<file path="config.mk">
export PLATFORM = sky130hd
export DESIGN_NAME = adder_issue_stage_flat
export DESIGN_NICKNAME = d
export VERILOG_FILES = /design/src/rtl/adder_issue_stage_if.sv /design/src/rtl/adder_issue_stage.sv /design/src/flat_wrapper.sv
export SDC_FILE = /design/constraint.sdc
export NUM_CORES = 1
export LEC_CHECK = 0
export BUFFER_PORTS_ARGS = -buffer_cell sky130_fd_sc_hd__clkbuf_2
export CAP_MARGIN = 10
export CORE_MARGIN = 5
export CORE_UTILIZATION = 40
export CTS_BUF_LIST = sky130_fd_sc_hd__clkbuf_4
export DETAILED_ROUTE_END_ITERATION = 8
export PLACE_DENSITY = 0.74
export SYNTH_ARGS = -nofsm -noshare
export SYNTH_HDL_FRONTEND = slang
export SYNTH_SLANG_ARGS = --single-unit
</file>
<file path="constraint.sdc">
create_clock -name clk -period 7.3 [get_ports clk]
set_clock_uncertainty 0.2 [all_clocks]
set_input_delay 0 -clock clk [delete_from_list [all_inputs] [get_ports clk]]
set_output_delay 0 -clock clk [all_outputs]
set_load 0.03 [all_outputs]
</file>
<file path="src/rtl/adder_issue_stage_if.sv">
// Request/response handshake bundle for the adder issue stage.
// The stage itself connects through the slave modport.
interface adder_issue_stage_if #(
    parameter int WIDTH = 32,
    parameter int TAGW  = 4
);
    logic             in_valid;
    logic             in_ready;
    logic [WIDTH-1:0] in_a;
    logic [WIDTH-1:0] in_b;
    logic             in_cin;
    logic             in_sub;
    logic [TAGW-1:0]  in_tag;

    logic             out_valid;
    logic             out_ready;
    logic [WIDTH-1:0] out_sum;
    logic             out_cout;
    logic             out_ovf;
    logic [TAGW-1:0]  out_tag;

    modport master (
        output in_valid, in_a, in_b, in_cin, in_sub, in_tag, out_ready,
        input  in_ready, out_valid, out_sum, out_cout, out_ovf, out_tag
    );

    modport slave (
        input  in_valid, in_a, in_b, in_cin, in_sub, in_tag, out_ready,
        output in_ready, out_valid, out_sum, out_cout, out_ovf, out_tag
    );
endinterface

</file>
<file path="src/rtl/adder_issue_stage.sv">
// Operand issue stage: 2-entry request FIFO feeding an external combinational
// prefix adder, with the adder result registered into a valid/ready output slot.
module adder_issue_stage #(
    parameter int WIDTH     = 32,
    parameter int GROUPSIZE = 4,
    parameter int TAGW      = 4
) (
    input  logic             clk,
    input  logic             rst,
    adder_issue_stage_if.slave bus,
    output logic [WIDTH-1:0] add_a,
    output logic [WIDTH-1:0] add_b,
    output logic             add_c0,
    input  logic [WIDTH:0]   add_s
);

    generate
        if (GROUPSIZE < 1 || (WIDTH % GROUPSIZE) != 0) begin : g_bad_groupsize
            $error("adder_issue_stage: WIDTH must be a multiple of GROUPSIZE");
        end
    endgenerate

    typedef struct packed {
        logic [WIDTH-1:0] a;
        logic [WIDTH-1:0] b;
        logic             cin;
        logic             sub;
        logic [TAGW-1:0]  tag;
    } req_t;

    req_t             fifo_q [2];
    req_t             fifo_d [2];
    logic [1:0]       count_q, count_d;
    logic             rd_ptr_q, rd_ptr_d;
    logic             wr_ptr_q, wr_ptr_d;
    logic             out_valid_q, out_valid_d;
    logic [WIDTH-1:0] out_sum_q, out_sum_d;
    logic             out_cout_q, out_cout_d;
    logic             out_ovf_q, out_ovf_d;
    logic [TAGW-1:0]  out_tag_q, out_tag_d;

    req_t head;
    req_t in_req;
    logic push, pop, ovf;

    // in_ready looks only at registered count and rst, never at out_ready.
    assign bus.in_ready = !rst && (count_q < 2'd2);
    assign push = bus.in_valid && bus.in_ready;
    assign pop  = (count_q != 2'd0) && (!out_valid_q || bus.out_ready);

    assign in_req = '{a: bus.in_a, b: bus.in_b, cin: bus.in_cin,
                      sub: bus.in_sub, tag: bus.in_tag};

    always_comb begin
        head   = fifo_q[rd_ptr_q];
        add_a  = '0;
        add_b  = '0;
        add_c0 = 1'b0;
        if (count_q != 2'd0) begin
            add_a  = head.a;
            add_b  = head.sub ? ~head.b : head.b;
            add_c0 = head.sub | head.cin;
        end
    end

    // Overflow uses the transformed B so add and subtract share one rule.
    assign ovf = (add_a[WIDTH-1] == add_b[WIDTH-1]) &&
                 (add_s[WIDTH-1] != add_a[WIDTH-1]);

    always_comb begin
        fifo_d      = fifo_q;
        count_d     = count_q;
        rd_ptr_d    = rd_ptr_q;
        wr_ptr_d    = wr_ptr_q;
        out_valid_d = out_valid_q;
        out_sum_d   = out_sum_q;
        out_cout_d  = out_cout_q;
        out_ovf_d   = out_ovf_q;
        out_tag_d   = out_tag_q;

        if (push) begin
            fifo_d[wr_ptr_q] = in_req;
            wr_ptr_d         = ~wr_ptr_q;
        end

        if (pop) begin
            rd_ptr_d    = ~rd_ptr_q;
            out_valid_d = 1'b1;
            out_sum_d   = add_s[WIDTH-1:0];
            out_cout_d  = add_s[WIDTH];
            out_ovf_d   = ovf;
            out_tag_d   = head.tag;
        end else if (out_valid_q && bus.out_ready) begin
            out_valid_d = 1'b0;
        end

        case ({push, pop})
            2'b10:   count_d = count_q + 2'd1;
            2'b01:   count_d = count_q - 2'd1;
            default: count_d = count_q;
        endcase
    end

    always_ff @(posedge clk or posedge rst) begin
        if (rst) begin
            for (int i = 0; i < 2; i++) fifo_q[i] <= '0;
            count_q     <= 2'd0;
            rd_ptr_q    <= 1'b0;
            wr_ptr_q    <= 1'b0;
            out_valid_q <= 1'b0;
            out_sum_q   <= '0;
            out_cout_q  <= 1'b0;
            out_ovf_q   <= 1'b0;
            out_tag_q   <= '0;
        end else begin
            fifo_q      <= fifo_d;
            count_q     <= count_d;
            rd_ptr_q    <= rd_ptr_d;
            wr_ptr_q    <= wr_ptr_d;
            out_valid_q <= out_valid_d;
            out_sum_q   <= out_sum_d;
            out_cout_q  <= out_cout_d;
            out_ovf_q   <= out_ovf_d;
            out_tag_q   <= out_tag_d;
        end
    end

    assign bus.out_valid = out_valid_q;
    assign bus.out_sum   = out_sum_q;
    assign bus.out_cout  = out_cout_q;
    assign bus.out_ovf   = out_ovf_q;
    assign bus.out_tag   = out_tag_q;

endmodule

</file>
<file path="src/flat_wrapper.sv">
// flat-port wrapper written by rule: the top's interface ports become plain ports
module adder_issue_stage_flat 
#(
    parameter int WIDTH     = 32,
    parameter int GROUPSIZE = 4,
    parameter int TAGW      = 4
)
  (clk, rst, add_a, add_b, add_c0, add_s, bus_in_valid, bus_in_a, bus_in_b, bus_in_cin, bus_in_sub, bus_in_tag, bus_out_ready, bus_in_ready, bus_out_valid, bus_out_sum, bus_out_cout, bus_out_ovf, bus_out_tag);
  adder_issue_stage_if #(.WIDTH(WIDTH), .TAGW(TAGW)) bus_i ();
  input  logic clk;
  input  logic rst;
  output logic [WIDTH-1:0] add_a;
  output logic [WIDTH-1:0] add_b;
  output logic add_c0;
  input  logic [WIDTH:0] add_s;
  input wire logic [$bits(bus_i.in_valid)-1:0] bus_in_valid;
  input wire logic [$bits(bus_i.in_a)-1:0] bus_in_a;
  input wire logic [$bits(bus_i.in_b)-1:0] bus_in_b;
  input wire logic [$bits(bus_i.in_cin)-1:0] bus_in_cin;
  input wire logic [$bits(bus_i.in_sub)-1:0] bus_in_sub;
  input wire logic [$bits(bus_i.in_tag)-1:0] bus_in_tag;
  input wire logic [$bits(bus_i.out_ready)-1:0] bus_out_ready;
  output wire logic [$bits(bus_i.in_ready)-1:0] bus_in_ready;
  output wire logic [$bits(bus_i.out_valid)-1:0] bus_out_valid;
  output wire logic [$bits(bus_i.out_sum)-1:0] bus_out_sum;
  output wire logic [$bits(bus_i.out_cout)-1:0] bus_out_cout;
  output wire logic [$bits(bus_i.out_ovf)-1:0] bus_out_ovf;
  output wire logic [$bits(bus_i.out_tag)-1:0] bus_out_tag;
  assign bus_i.in_valid = bus_in_valid;
  assign bus_i.in_a = bus_in_a;
  assign bus_i.in_b = bus_in_b;
  assign bus_i.in_cin = bus_in_cin;
  assign bus_i.in_sub = bus_in_sub;
  assign bus_i.in_tag = bus_in_tag;
  assign bus_i.out_ready = bus_out_ready;
  assign bus_in_ready = bus_i.in_ready;
  assign bus_out_valid = bus_i.out_valid;
  assign bus_out_sum = bus_i.out_sum;
  assign bus_out_cout = bus_i.out_cout;
  assign bus_out_ovf = bus_i.out_ovf;
  assign bus_out_tag = bus_i.out_tag;
  adder_issue_stage #(.WIDTH(WIDTH), .GROUPSIZE(GROUPSIZE), .TAGW(TAGW)) u_core (.clk(clk), .rst(rst), .bus(bus_i), .add_a(add_a), .add_b(add_b), .add_c0(add_c0), .add_s(add_s));
endmodule
</file>
Word-level counts from Yosys, hierarchy flattened
Cells that the tools add are included.
Widths: inputs -> output; s select.
{"block": "totals", "wordCells": 59, "in_bits": 107, "regBits": 183, "out_inout_bits": 105}
{"block": "classes", "add_sub_neg": 2, "bitwise": 6, "n_reduce_logical": 12, "eq_ne": 4, "order_cmp": 4, "mux": 13}
{"cell": "$mux 70", "count": 4}
{"cell": "$bwmux 140", "count": 1}
{"cell": "$mux 32", "count": 3}
{"cell": "$demux 70 s1", "count": 1}
{"cell": "$not 32->32", "count": 1}
{"cell": "$logic_and 1x1->1", "count": 6}
{"cell": "$reduce_bool 2->1", "count": 3}
{"cell": "$ge 2x2->1 const B", "count": 2}
{"cell": "$not 1->2", "count": 2}
{"cell": "$pmux 2 s2", "count": 1}
{"cell": "$mux 1", "count": 3}
{"cell": "$add 2x1->2 const B", "count": 1}
{"cell": "$eq 2x1->1 const B", "count": 1}
{"cell": "$eq 2x2->1 const B", "count": 1}
{"cell": "$logic_not 1->1", "count": 2}
{"cell": "$lt 2x1->1 const B", "count": 1}
{"cell": "$lt 2x2->1 const B", "count": 1}
{"cell": "$not 1->1", "count": 2}
{"cell": "$sub 2x1->2 const B", "count": 1}
{"cell": "$eq 1x1->1", "count": 1}
{"cell": "$logic_or 1x1->1", "count": 1}
{"cell": "$ne 1x1->1", "count": 1}
{"cell": "$or 1x1->1", "count": 1}

Logic depth before layout (Yosys ltp)
Gate-level depths: netlist (run 1).
{"block": "depth", "depth_word": 9, "mapped_depth": 7, "ltp_nobuf": 6}

Worst setup path before layout (run 1)
OpenSTA, ideal clock, no wires.
{"block": "synth_path", "path_type": "reg-to-reg", "from": "register u_core.count_q[1]", "to": "register u_core.fifo_q[119] (netlist name)", "slack_ns": 5.371, "stages_incl_launch_ff": 6, "arrival_time_ns": 1.604, "setup_ns": 0.125, "required_time_ns": 6.975, "synth_period_minus_slack_ns": 1.929, "n_path_buf": 1, "path_cell_list": "dfrtp_1 -> nor2_2 -> nand2_2 -> nor2_4 -> buf_6 -> mux2_2"}
{"block": "synth_between", "elab_chain_len": 3}
{"item": "start, declared", "line_no": "adder_issue_stage.sv:33", "text": "logic [1:0] count_q, count_d;"}
{"item": "start signal, assigned", "line_no": "adder_issue_stage.sv:117", "text": "count_q <= count_d;"}
{"item": "$lt 2x2->1", "line_no": "adder_issue_stage.sv:47", "text": "assign bus.in_ready = !rst && (count_q < 2'd2);"}
{"item": "$logic_and 1x1->1", "line_no": "adder_issue_stage.sv:47"}
{"item": "via bus_in_ready", "line_no": "flat_wrapper.sv:23", "text": "output wire logic [$bits(bus_i.in_ready)-1:0] bus_in_ready;"}
{"item": "$logic_and 1x1->1", "line_no": "adder_issue_stage.sv:48", "text": "assign push = bus.in_valid && bus.in_ready;"}
{"item": "end signal, assigned", "line_no": "adder_issue_stage.sv:116", "text": "fifo_q <= fifo_d;"}
{"item": "end, declared", "line_no": "adder_issue_stage.sv:31", "text": "req_t fifo_q [2];"}
The timed path passes the listed nets, and every way through them passes these cells.
A chain may end at the register's enable or synchronous reset.

Worst setup path in the final report (run 1)
{"block": "layout_path", "from": "register u_core.rd_ptr_q", "to": "output add_b[15]"}
{"block": "layout_between", "elab_chain_len": 7}
{"item": "start, declared", "line_no": "adder_issue_stage.sv:34", "text": "logic rd_ptr_q, rd_ptr_d;"}
{"item": "start signal, assigned", "line_no": "adder_issue_stage.sv:118", "text": "rd_ptr_q <= rd_ptr_d;"}
{"item": "$not 1->2 (implied by the code) *", "line_no": "adder_issue_stage.sv:55", "text": "head = fifo_q[rd_ptr_q];"}
{"item": "$mux 70 (implied by the code) * (3 in a row)", "line_no": "adder_issue_stage.sv:55"}
{"item": "$not 32->32", "line_no": "adder_issue_stage.sv:61", "text": "add_b = head.sub ? ~head.b : head.b;"}
{"item": "$mux 32 *", "line_no": "adder_issue_stage.sv:61"}
{"item": "$mux 32 *", "line_no": "adder_issue_stage.sv:59", "text": "if (count_q != 2'd0) begin"}
{"item": "end, declared", "line_no": "flat_wrapper.sv:13", "text": "output logic [WIDTH-1:0] add_b;"}
Mark *: on every way between the ends. The rest lies on a longest branch, timed or not. The select of a mux whose other input is x is not followed.

==> impl_metrics.csv, run 1 <==
group,metric,value,unit
global_route,grt_first_pass_wirelength,35000,µm
finish,nets,1113,
drt,first_pass_iters,6,
worst_setup_path,crit_path_end_kind,"output pin",
finish,syn_to_final_growth,44.0,%
yosys,syn_nets,699,
clock_network,cts_sinks,183,
finish,multi_input_area,3390,µm²
drt,wl_per_cell,16.3,µm
finish,regArea,4580,µm²
worst_setup_path,crit_type,"register to output pin",
clock_network,cts_made_buffers,17,
placed_design,place_congestion,0.736,
pwr,p_leak,5.55,nW
floorplanning,io_pins,212,
sta,rsz0062_at_grt,"no",
pwr,power.total,5.68,mW
finish,fillers,1565,
sta,maxSlewHeadroom,31.0,%
run,cap_violations,0,
placed_design,dp_hpwl,11900,µm
worst_setup_path,cp_max_fo,40,
global_route,grt_start_max_net_pins,102,
global_route,grt_pass1_vias,6810,
finish,final_layout_size_suffix_gt1_share,32.7,%
floorplanning,die_h,153,µm
clock_network,cts.path.max_buffers,2,
global_route,antenna_found_initial,1,
clock_network,postCtsResizedCells,0,
yosys,yosysWarnings,0,
status,status,"finished, final reports clean",
floorplanning,core-area,20200,µm²
sta,finalCritPeriodShare,43.8,%
sta,tns,0,ns
sta,setup_violations,0,
clock_network,cts_tree,"done",
finish,post-route-cell-area,11900,µm²
placed_design,io_buffers,211,
finish,layout_common_cells,"dlygate4sd3_1, clkbuf_2, dfrtp_1",
worst_setup_path,critPathLaunchType,"register",
yosys,synthCells,591,
clock_network,cts_setup_buffers,0,
global_route,grt_overflow,0,
drt,viasPerCell,4.78,
floorplanning,fp.dieArea,23500,µm²
sta,fmax,313,MHz
floorplanning,chipWidth,153,µm
clock_network,htree_levels,4,
drt,drc_errors,0,
yosys,netlist_area,8230,µm²
pwr,power_density,479,nW/µm²
floorplanning,rows,52,
finish,final_common_cell,"dlygate4sd3_1",
worst_setup_path,worstPathRequired,7.10,ns
yosys,avgSynthCellArea,13.9,µm²
yosys,yosysUniqueCellTypes,23,
global_route,grt_use_total,18.1,%
sta,drv_slew,0,
yosys,synth_seq_cells,183,
pwr,ir_drop,0.000297,V
worst_setup_path,crit_arrival,2.99,ns
yosys,seq_area_frac_synth,55.7,%
clock_network,clk_pin_slew,0.14,ns
drt,routed_wl,21000,µm
clock_network,hold_buffers,214,
worst_hold_path,hp-class,"input port to register",
sta,min_period,3.19,ns
floorplanning,start_util,40.7,%
drt,dr.first_iter.drc_count,215,
drt,vias,6154,
placed_design,placed_cell_area,9440,µm²
clock_network,clk_latency,0.55,ns
clock_network,root_buffer,"clkbuf_4",
sta,tightestPinTransition,1.03,ns
drt,ant_nets,0,
sta,hold_viol_final,0,
power by group:
group	internal [mW]	switching [mW]	leakage (nW)
sequential	1.52	0.328	2.18
combinational	1.25	2.02	3.23
clock	0.210	0.351	0.145
critical path, cell delays in order (launching register included):
cell      delay [ns]
dfrtp_4         0.87
buf_4           0.70
mux2i_1         0.39
xnor2_1         0.13
nor2_1          0.13
clkbuf_2        0.23
final cells by class:
| class | count | share of cell area (%) |
|---|---|---|
| diodes | 1 | 0.0211 |
| clock buffers | 19 | 1.20 |
| clock inverters | 12 | 1.08 |
| inverters | 3 | 0.137 |
| multi-input cells | 368 | 28.6 |
| flip-flops and latches | 183 | 38.7 |
| well taps | 270 | 2.85 |
| repair buffers | 432 | 27.4 |
worst paths after layout:
check	from	to	slack, ns	cells past startpoint
worst max-delay path	u_core.rd_ptr_q	add_b[15]	4.11	5
worst min register to register	u_core.fifo_q[69]	u_core.fifo_q[69]	0.30	1
min in group asynchronous	rst	u_core.fifo_q[138]	0.61	4
worst min-delay path	bus_in_a[31]	u_core.fifo_q[139]	0.09	3
max in group asynchronous	rst	u_core.fifo_q[8]	4.69	5
worst max register to register	u_core.rd_ptr_q	u_core.bus.out_ovf	4.75	5
layer usage:
layer | GRT usage, % | wire, µm | vias up
li1 | - | - | 2870
met1 | 22.1 | 8640 | 3100
met2 | 32.1 | 11000 | 155
met3 | 3.82 | 966 | 29
met4 | 6.01 | 381 | 0
met5 | 0 | 0 | -
kinds of logic after synthesis:
logic type	count (synthesis)	synth area share (%)
AO/OA/AOI/OAI	8	0.623
XOR/XNOR	38	4.05
adder cells (fa/ha/maj)	1	0.152
buffers and inverters	40	3.30
flip-flops	183	55.7
multiplexers	244	32.5
AND/OR/NAND/NOR	77	3.76
flip-flops by register name, indices dropped and copies added (netlist names):
name / count
u_core.bus.out_cout: 1
u_core.bus.out_ovf: 1
u_core.bus.out_sum: 32
u_core.bus.out_tag: 4
u_core.bus.out_valid: 1
u_core.count_q: 2
u_core.fifo_q: 140
u_core.rd_ptr_q: 1
u_core.wr_ptr_q: 1
through the flow:
stage | util (%) | hold WS, ns | setup WS [ns] | cells
floorplan | - | -0.132 | 2.13 | 591
global placement | 46.6 | -0.000134 | 4.75 | 1042
detailed placement | 46.6 | 0.00239 | 4.72 | 1042
CTS | 58.6 | 0.000464 | 4.04 | 1287
global route | 58.6 | 0.0296 | 3.89 | 1288
finish | 58.6 | 0.0856 | 4.11 | 1288
synth_stat cells:
cell / instances / area share, %
dfrtp_1: 183 / 56
o21ai_0: 1 / 0.061
buf_2: 13 / 0.79
buf_4: 14 / 1.3
nor2_1: 71 / 3.2
inv_1: 3 / 0.14
mux2_2: 77 / 11
a21oi_1: 6 / 0.36
a21oi_4: 1 / 0.20
nor2b_1: 1 / 0.076
buf_6: 7 / 0.96
ha_1: 1 / 0.15
nor2_4: 1 / 0.14
xnor2_1: 36 / 3.8
mux2_1: 96 / 13
and3_1: 1 / 0.076
nand2_2: 1 / 0.076
and2_1: 1 / 0.076
clkbuf_1: 3 / 0.14
mux2i_4: 1 / 0.27
xor2_1: 2 / 0.21
mux2i_1: 70 / 8.5
nor2_2: 1 / 0.076
Power figures use the tool's default switching activity.
==> run 2, diff against run 1 <==
==> constraint.sdc (replaced) <==
create_clock -name clk -period 3.2 [get_ports clk]
set_clock_uncertainty 0.2 [all_clocks]
set_input_delay 0 -clock clk [delete_from_list [all_inputs] [get_ports clk]]
set_output_delay 0 -clock clk [all_outputs]
set_load 0.03 [all_outputs]
==> run 2 against run 1 <==
The run now fails in clock tree synthesis (4_1_cts). Area after synthesis is the same. Synthesized cell count is the same.
==> impl_metrics.csv, run 2 <==
group,metric,value,unit
yosys,synthTopCellsByCount,"dfrtp_1, mux2_1, mux2_2",
yosys,yosysUniqueCellTypes,23,
status,stop_stage,"clock tree synthesis (4_1_cts)",
yosys,seq_area_frac_synth,55.7,%
floorplanning,chipWidth,153,µm
clock_network,cts_setup_buffers,0,
floorplanning,io_pins,212,
floorplanning,rows,52,
clock_network,cts_made_buffers,17,
clock_network,cts.path.max_buffers,2,
clock_network,hold_buffers,216,
yosys,synth_area_leader_cell,"dfrtp_1",
yosys,yosysMostFrequentCell,"dfrtp_1",
yosys,syn_nets,699,
yosys,yosys-top-cells-area,"dfrtp_1, mux2_1, mux2_2",
yosys,yosysWarnings,0,
placed_design,io_buffers,211,
placed_design,place_congestion,0.729,
clock_network,root_buffer,"clkbuf_4",
status,error,"[ERROR RSZ-0060] Max buffer count reached.",
floorplanning,die_h,153,µm
yosys,synthArstFlopShare,100,%
placed_design,dp_hpwl,11900,µm
yosys,netlist_area,8230,µm²
yosys,avgSynthCellArea,13.9,µm²
floorplanning,start_util,40.7,%
placed_design,placed_cell_area,9510,µm²
yosys,ys.flop_type,"dfrtp_1",
status,status,"stopped before the end",
yosys,synth_seq_cells,183,
clock_network,postCtsResizedCells,0,
yosys,synth_edf_count,0,
yosys,synthCells,591,
clock_network,htree_levels,4,
yosys,yosysTopAreaCellShare,55.7,%
clock_network,cts_sinks,183,
## run 2: cell counts after synthesis
Identical to the previous run, type by type.
## run 2: cells by family after synthesis
| kind of cell | Yosys count | share of synthesized area, % |
|---|---|---|
| compound gates | 8 | 0.623 |
| xor+xnor | 38 | 4.05 |
| fa+ha+maj | 1 | 0.152 |
| buf+inv | 40 | 3.30 |
| flops | 183 | 55.7 |
| mux | 244 | 32.5 |
| simple gates | 77 | 3.76 |
## run 2: metrics by stage
step / hold WS [ns] / instances / setup WS [ns]
after floorplan: -0.132 / 591 / 0.649
after global placement: -0.157 / 1045 / 1.09
after detailed placement: -0.160 / 1045 / 1.04
==> run 3, diff against run 2 <==
--- a/config.mk
+++ b/config.mk
@@ -8,10 +8,9 @@
 export BUFFER_PORTS_ARGS = -buffer_cell sky130_fd_sc_hd__clkbuf_2
 export CAP_MARGIN = 10
 export CORE_MARGIN = 5
-export CORE_UTILIZATION = 40
-export CTS_BUF_LIST = sky130_fd_sc_hd__clkbuf_4
+export CORE_UTILIZATION = 25
 export DETAILED_ROUTE_END_ITERATION = 8
-export PLACE_DENSITY = 0.74
+export PLACE_DENSITY_LB_ADDON = 0.15
 export SYNTH_ARGS = -nofsm -noshare
 export SYNTH_HDL_FRONTEND = slang
 export SYNTH_SLANG_ARGS = --single-unit
==> run 3 against run 2 <==
The run now ends clean.
==> impl_metrics.csv, run 3 (synthesized netlist as in run 1, its figures left out) <==
group,metric,value,unit
floorplanning,fp.dieArea,36600,µm²
floorplanning,core-area,32500,µm²
global_route,grt_start_max_net_pins,79,
clock_network,cts_tree,"done",
status,status,"finished, final reports clean",
worst_setup_path,crit_path_end_kind,"output pin",
worst_setup_path,r2r-end,"u_core.fifo_q[65]",
sta,finalCritPeriodShare,74.8,%
clock_network,root_buffer,"clkbuf_16",
pwr,power_density,1220,nW/µm²
drt,first_pass_iters,4,
placed_design,dpl.cell_count,1220,
floorplanning,die_h,191,µm
clock_network,clk_pin_slew,0.07,ns
worst_setup_path,crit_type,"register to output pin",
clock_network,htree_levels,4,
clock_network,cts.path.max_buffers,2,
placed_design,dp_hpwl,14200,µm
placed_design,place_congestion,0.676,
global_route,grt_pass1_vias,6231,
sta,tightestPinTransition,0.561,ns
clock_network,clk_latency,0.43,ns
drt,routed_wl,21700,µm
finish,nets,1013,
finish,finalNonFillerCells,1360,
finish,final_common_cell,"clkbuf_2",
finish,fillers,3310,
sta,setup_violations,0,
floorplanning,chipWidth,191,µm
drt,vias,5652,
drt,viasPerCell,4.16,
global_route,grt_first_pass_wirelength,34600,µm
worst_setup_path,critPathCapture,"add_a[31]",
worst_setup_path,cp_max_fo,70,
global_route,antenna_found_initial,0,
finish,syn_to_final_growth,39.7,%
worst_setup_path,rr_worst_depth,4,
finish,largest_register,"u_core.fifo_q",
pwr,ir_drop,0.000966,V
finish,largest_reg_flops,140,
worst_setup_path,r2r_slack,0.96,ns
sta,min_period,2.39,ns
sta,hold_viol_final,0,
floorplanning,rows,66,
sta,rsz0062_at_grt,"no",
sta,fmax,418,MHz
sta,drv_slew,0,
global_route,grt_overflow,0,
worst_setup_path,critPathLaunch,"u_core.rd_ptr_q",
drt,drc_errors,0,
drt,ant_nets,0,
floorplanning,io_pins,212,
worst_hold_path,hp-class,"input port to register",
worst_hold_path,hold_start,"bus_out_ready",
global_route,grt_use_total,12.2,%
finish,final_layout_size_suffix_gt1_share,37.1,%
placed_design,io_buffers,211,
drt,dr.first_iter.drc_count,145,
sta,tns,0,ns
sta,maxSlewHeadroom,61.8,%
drt,wl_per_cell,16.0,µm
worst_setup_path,worstReg2RegStart,"u_core.count_q[1]",
worst_setup_path,crit_arrival,2.19,ns
worst_setup_path,worstPathRequired,3.00,ns
pwr,p_leak,5.33,nW
clock_network,cts_sinks,183,
run,cap_violations,0,
worst_setup_path,critPathLaunchType,"register",
finish,diodes,0,
floorplanning,start_util,25.3,%
finish,layout_common_cells,"clkbuf_2, dfrtp_1, dlygate4sd3_1",
clock_network,cts_made_buffers,17,
==> run 3: worst min-delay path by stage <==
stage	end	slack (ns)	cells past startpoint
global route	u_core.bus.out_valid	0.11	3
detailed placement	u_core.count_q[1]	-0.17	2
CTS	u_core.bus.out_valid	0.07	3
finish	u_core.bus.out_valid	0.10	3
global placement	u_core.count_q[1]	-0.17	2
floorplan	bus_in_ready	-0.13	1
==> run 3: critical path, stage by stage, from the launching register on <==
cell,delay (ns)
dfrtp_4,0.45
buf_12,0.46
mux2i_1,0.54
nor2_1,0.09
clkbuf_2,0.21
==> run 3: cell type report <==
cell class / count / area (µm²) / share of cell area, %
repair buffers: 332 / 2310 / 20.1
clock inverters: 12 / 188 / 1.63
well taps: 442 / 553 / 4.81
inverters: 3 / 15.0 / 0.131
clock buffers: 20 / 457 / 3.97
flip-flops and latches: 183 / 4580 / 39.9
multi-input cells: 368 / 3390 / 29.5
==> run 3: power breakdown <==
part,internal (mW),leakage [nW],switching [mW]
Sequential,3.49,2.18,0.586
Combinational,2.83,2.84,4.73
Clock,1.37,0.314,0.971
==> run 3: timing repair <==
action	CTS	global route
gates resized for setup	0	0
hold buffers	108	0
endpoints found under the hold margin	366	0
setup buffers	0	0
==> run 3: routing by layer <==
layer	track usage (%)	vias up	share of wire, %
li1	-	2666	-
met1	15.8	2852	46
met2	20.4	109	49
met3	2.50	25	3.6
met4	4.36	0	1.8
met5	0	-	0
==> run 3: per-stage QoR <==
stage / setup WS [ns] / util, % / instance area (µm²) / power [mW] / hold WS [ns]
floorplan: 0.649 / - / 8230 / 9.62 / -0.132
global route: 0.591 / 35.3 / 11500 / 15.0 / 0.112
CTS: 0.641 / 35.3 / 11500 / 14.3 / 0.0661
detailed placement: 0.919 / 30.0 / 9770 / 11.8 / -0.170
finish: 0.807 / 35.3 / 11500 / 14.0 / 0.102
global placement: 0.910 / 30.0 / 9770 / 11.7 / -0.166
==> run 4, diff against run 3 <==
==> constraint.sdc (replaced) <==
create_clock -name clk -period 2.45 [get_ports clk]
set_clock_uncertainty 0.2 [all_clocks]
set_input_delay 0 -clock clk [delete_from_list [all_inputs] [get_ports clk]]
set_output_delay 0 -clock clk [all_outputs]
set_load 0.03 [all_outputs]
==> run 4 against run 3 <==
Core utilization grew 0.13 points. Register-to-register slack got worse by 0.81 ns. Via count is 0.35% lower. Clock power is 17% higher. Setup slack lost 0.66 ns. Sequential power increased by 31%. Critical path depth unchanged. Combinational power up 32%. Sequential cell count is the same. Final cell count increased by 0.37%. Power is 29% higher. Largest power group unchanged. Highest routed layer unchanged.
==> impl_metrics.csv, run 4 (synthesized netlist as in run 1, its figures left out) <==
group,metric,value,unit
sta,holdWs,0.0348,ns
drt,routed_wl,21600,µm
worst_setup_path,worstPathRequired,2.56,ns
pwr,power_frac_comb,55.3,%
worst_setup_path,crit_arrival,2.41,ns
drt,drt-met1-wl,9990,µm
drt,ant_nets,0,
clock_network,clk_pin_slew,0.07,ns
drt,viasPerCell,4.13,
clock_network,cts_setup_buffers,0,
sta,tns,0,ns
clock_network,cts_tree,"done",
finish,post-route-cell-area,11500,µm²
worst_hold_path,hp-class,"input port to async pin",
worst_setup_path,cp_max_fo,17,
drt,wl_met2,10500,µm
finish,finalNonFillerCells,1365,
worst_setup_path,crit_path_end_kind,"register",
sta,min_period,2.30,ns
finish,diodes,0,
pwr,swShare,45.4,%
sta,setup_violations,0,
drt,first_pass_iters,4,
finish,largest_reg_flops,140,
finish,nets,1018,
sta,fmax,434,MHz
drt,top_layer,"met4",
global_route,grt_start_max_net_pins,67,
placed_design,place_congestion,0.670,
sta,maxSlewHeadroom,55.3,%
sta,hold_viol_final,0,
clock_network,root_buffer,"clkbuf_16",
sta,finalCritPeriodShare,94.0,%
pwr,power_density,1560,nW/µm²
pwr,clockPowerShare,15.2,%
status,status,"finished, final reports clean",
pwr,seqPwrFrac,29.6,%
drt,wl_met3,880,µm
finish,largest_register,"u_core.fifo_q",
clock_network,clk_latency,0.42,ns
floorplanning,chipWidth,191,µm
pwr,power.internal,9.85,mW
global_route,grt_first_pass_wirelength,34700,µm
clock_network,htree_levels,4,
finish,fillers,3365,
sta,rsz0062_at_grt,"no",
run,cap_violations,0,
sta,tightestPinTransition,0.668,ns
clock_network,cts_sinks,183,
finish,final_layout_size_suffix_gt1_share,37.1,%
worst_setup_path,crit_type,"register to register",
worst_setup_path,critPathLaunchType,"register",
placed_design,placed_cell_area,9850,µm²
pwr,p_leak,5.34,nW
global_route,antenna_found_initial,0,
drt,vias,5632,
drt,drc_errors,0,
drt,dr.first_iter.drc_count,164,
placed_design,dpl.cell_count,1223,
drt,wl_per_cell,15.8,µm
clock_network,cts_made_buffers,17,
placed_design,dp_hpwl,14300,µm
sta,drv_slew,0,
pwr,ir_drop,0.00141,V
floorplanning,fp.dieArea,36600,µm²
global_route,grt_use_total,12.2,%
floorplanning,rows,66,
finish,layout_common_cells,"clkbuf_2, dfrtp_1, dlygate4sd3_1",
placed_design,io_buffers,211,
floorplanning,die_h,191,µm
clock_network,cts.path.max_buffers,2,
finish,final_common_cell,"clkbuf_2",
global_route,grt_pass1_vias,6141,
floorplanning,core-area,32500,µm²
pwr,p_sw,8.19,mW
floorplanning,start_util,25.3,%
finish,syn_to_final_growth,40.2,%
floorplanning,io_pins,212,
global_route,grt_overflow,0,
-- run 4: final cells by class --
| cell class | instances | area, µm² | share of cell area, % |
|---|---|---|---|
| clock buffer | 23 | 488 | 4.23 |
| tap | 442 | 553 | 4.79 |
| sequential | 183 | 4580 | 39.7 |
| timing repair buffer | 337 | 2420 | 20.9 |
| clock inverter | 9 | 92.6 | 0.802 |
| multi-input combinational | 368 | 3390 | 29.4 |
| inverter | 3 | 15.0 | 0.130 |
-- run 4: power groups by stage --
stage,clock (mW),sequential [mW],combinational [mW]
after detailed placement,0,5.40,9.99
after floorplan,0,5.85,6.71
after global routing,2.99,5.54,10.8
after global placement,0,5.41,9.96
after CTS,2.87,5.35,10.2
final,2.73,5.34,9.97
-- run 4: worst max-delay path, cell delays in order (launching register included) --
cell and delay (ns):
dfrtp_1 0.44, nor2_2 0.19, and3_4 0.43, mux2_1 0.36
dlygate4sd3_1 0.56
-- run 4: worst paths after layout --
path	endpoint	cells after the start	slack [ns]	from
max in group asynchronous	u_core.fifo_q[102]	4	1.23	rst
hold reg to reg	u_core.bus.out_sum[23]	1	0.29	u_core.bus.out_sum[23]
setup reg to reg	u_core.fifo_q[67]	4	0.15	u_core.count_q[1]
min in group clk	u_core.bus.out_valid	3	0.11	bus_out_ready
setup / recovery	u_core.fifo_q[67]	4	0.15	u_core.count_q[1]
hold / removal	u_core.fifo_q[81]	3	0.03	rst
-- run 4: through the flow --
stage / util [%] / setup WS [ns] / power [mW]
after floorplan: - / -0.101 / 12.6
after global placement: 30.3 / 0.518 / 15.4
after detailed placement: 30.3 / 0.487 / 15.4
after CTS: 35.5 / 0.0422 / 18.4
after global routing: 35.5 / 0.0481 / 19.3
final: 35.5 / 0.147 / 18.0
-- run 4: repair_timing --
action / 4_1_cts / 5_1_grt
gates resized for setup: 0 / 0
setup endpoints to repair: 0 / 9
endpoints found under the hold margin: 282 / 0
hold buffers: 111 / 0
-- run 4: routing by layer --
layer,up-vias,track usage [%]
met1,2834,16.2
met2,100,19.9
li1,2683,-
met4,0,3.15
met5,-,0
met3,15,2.99
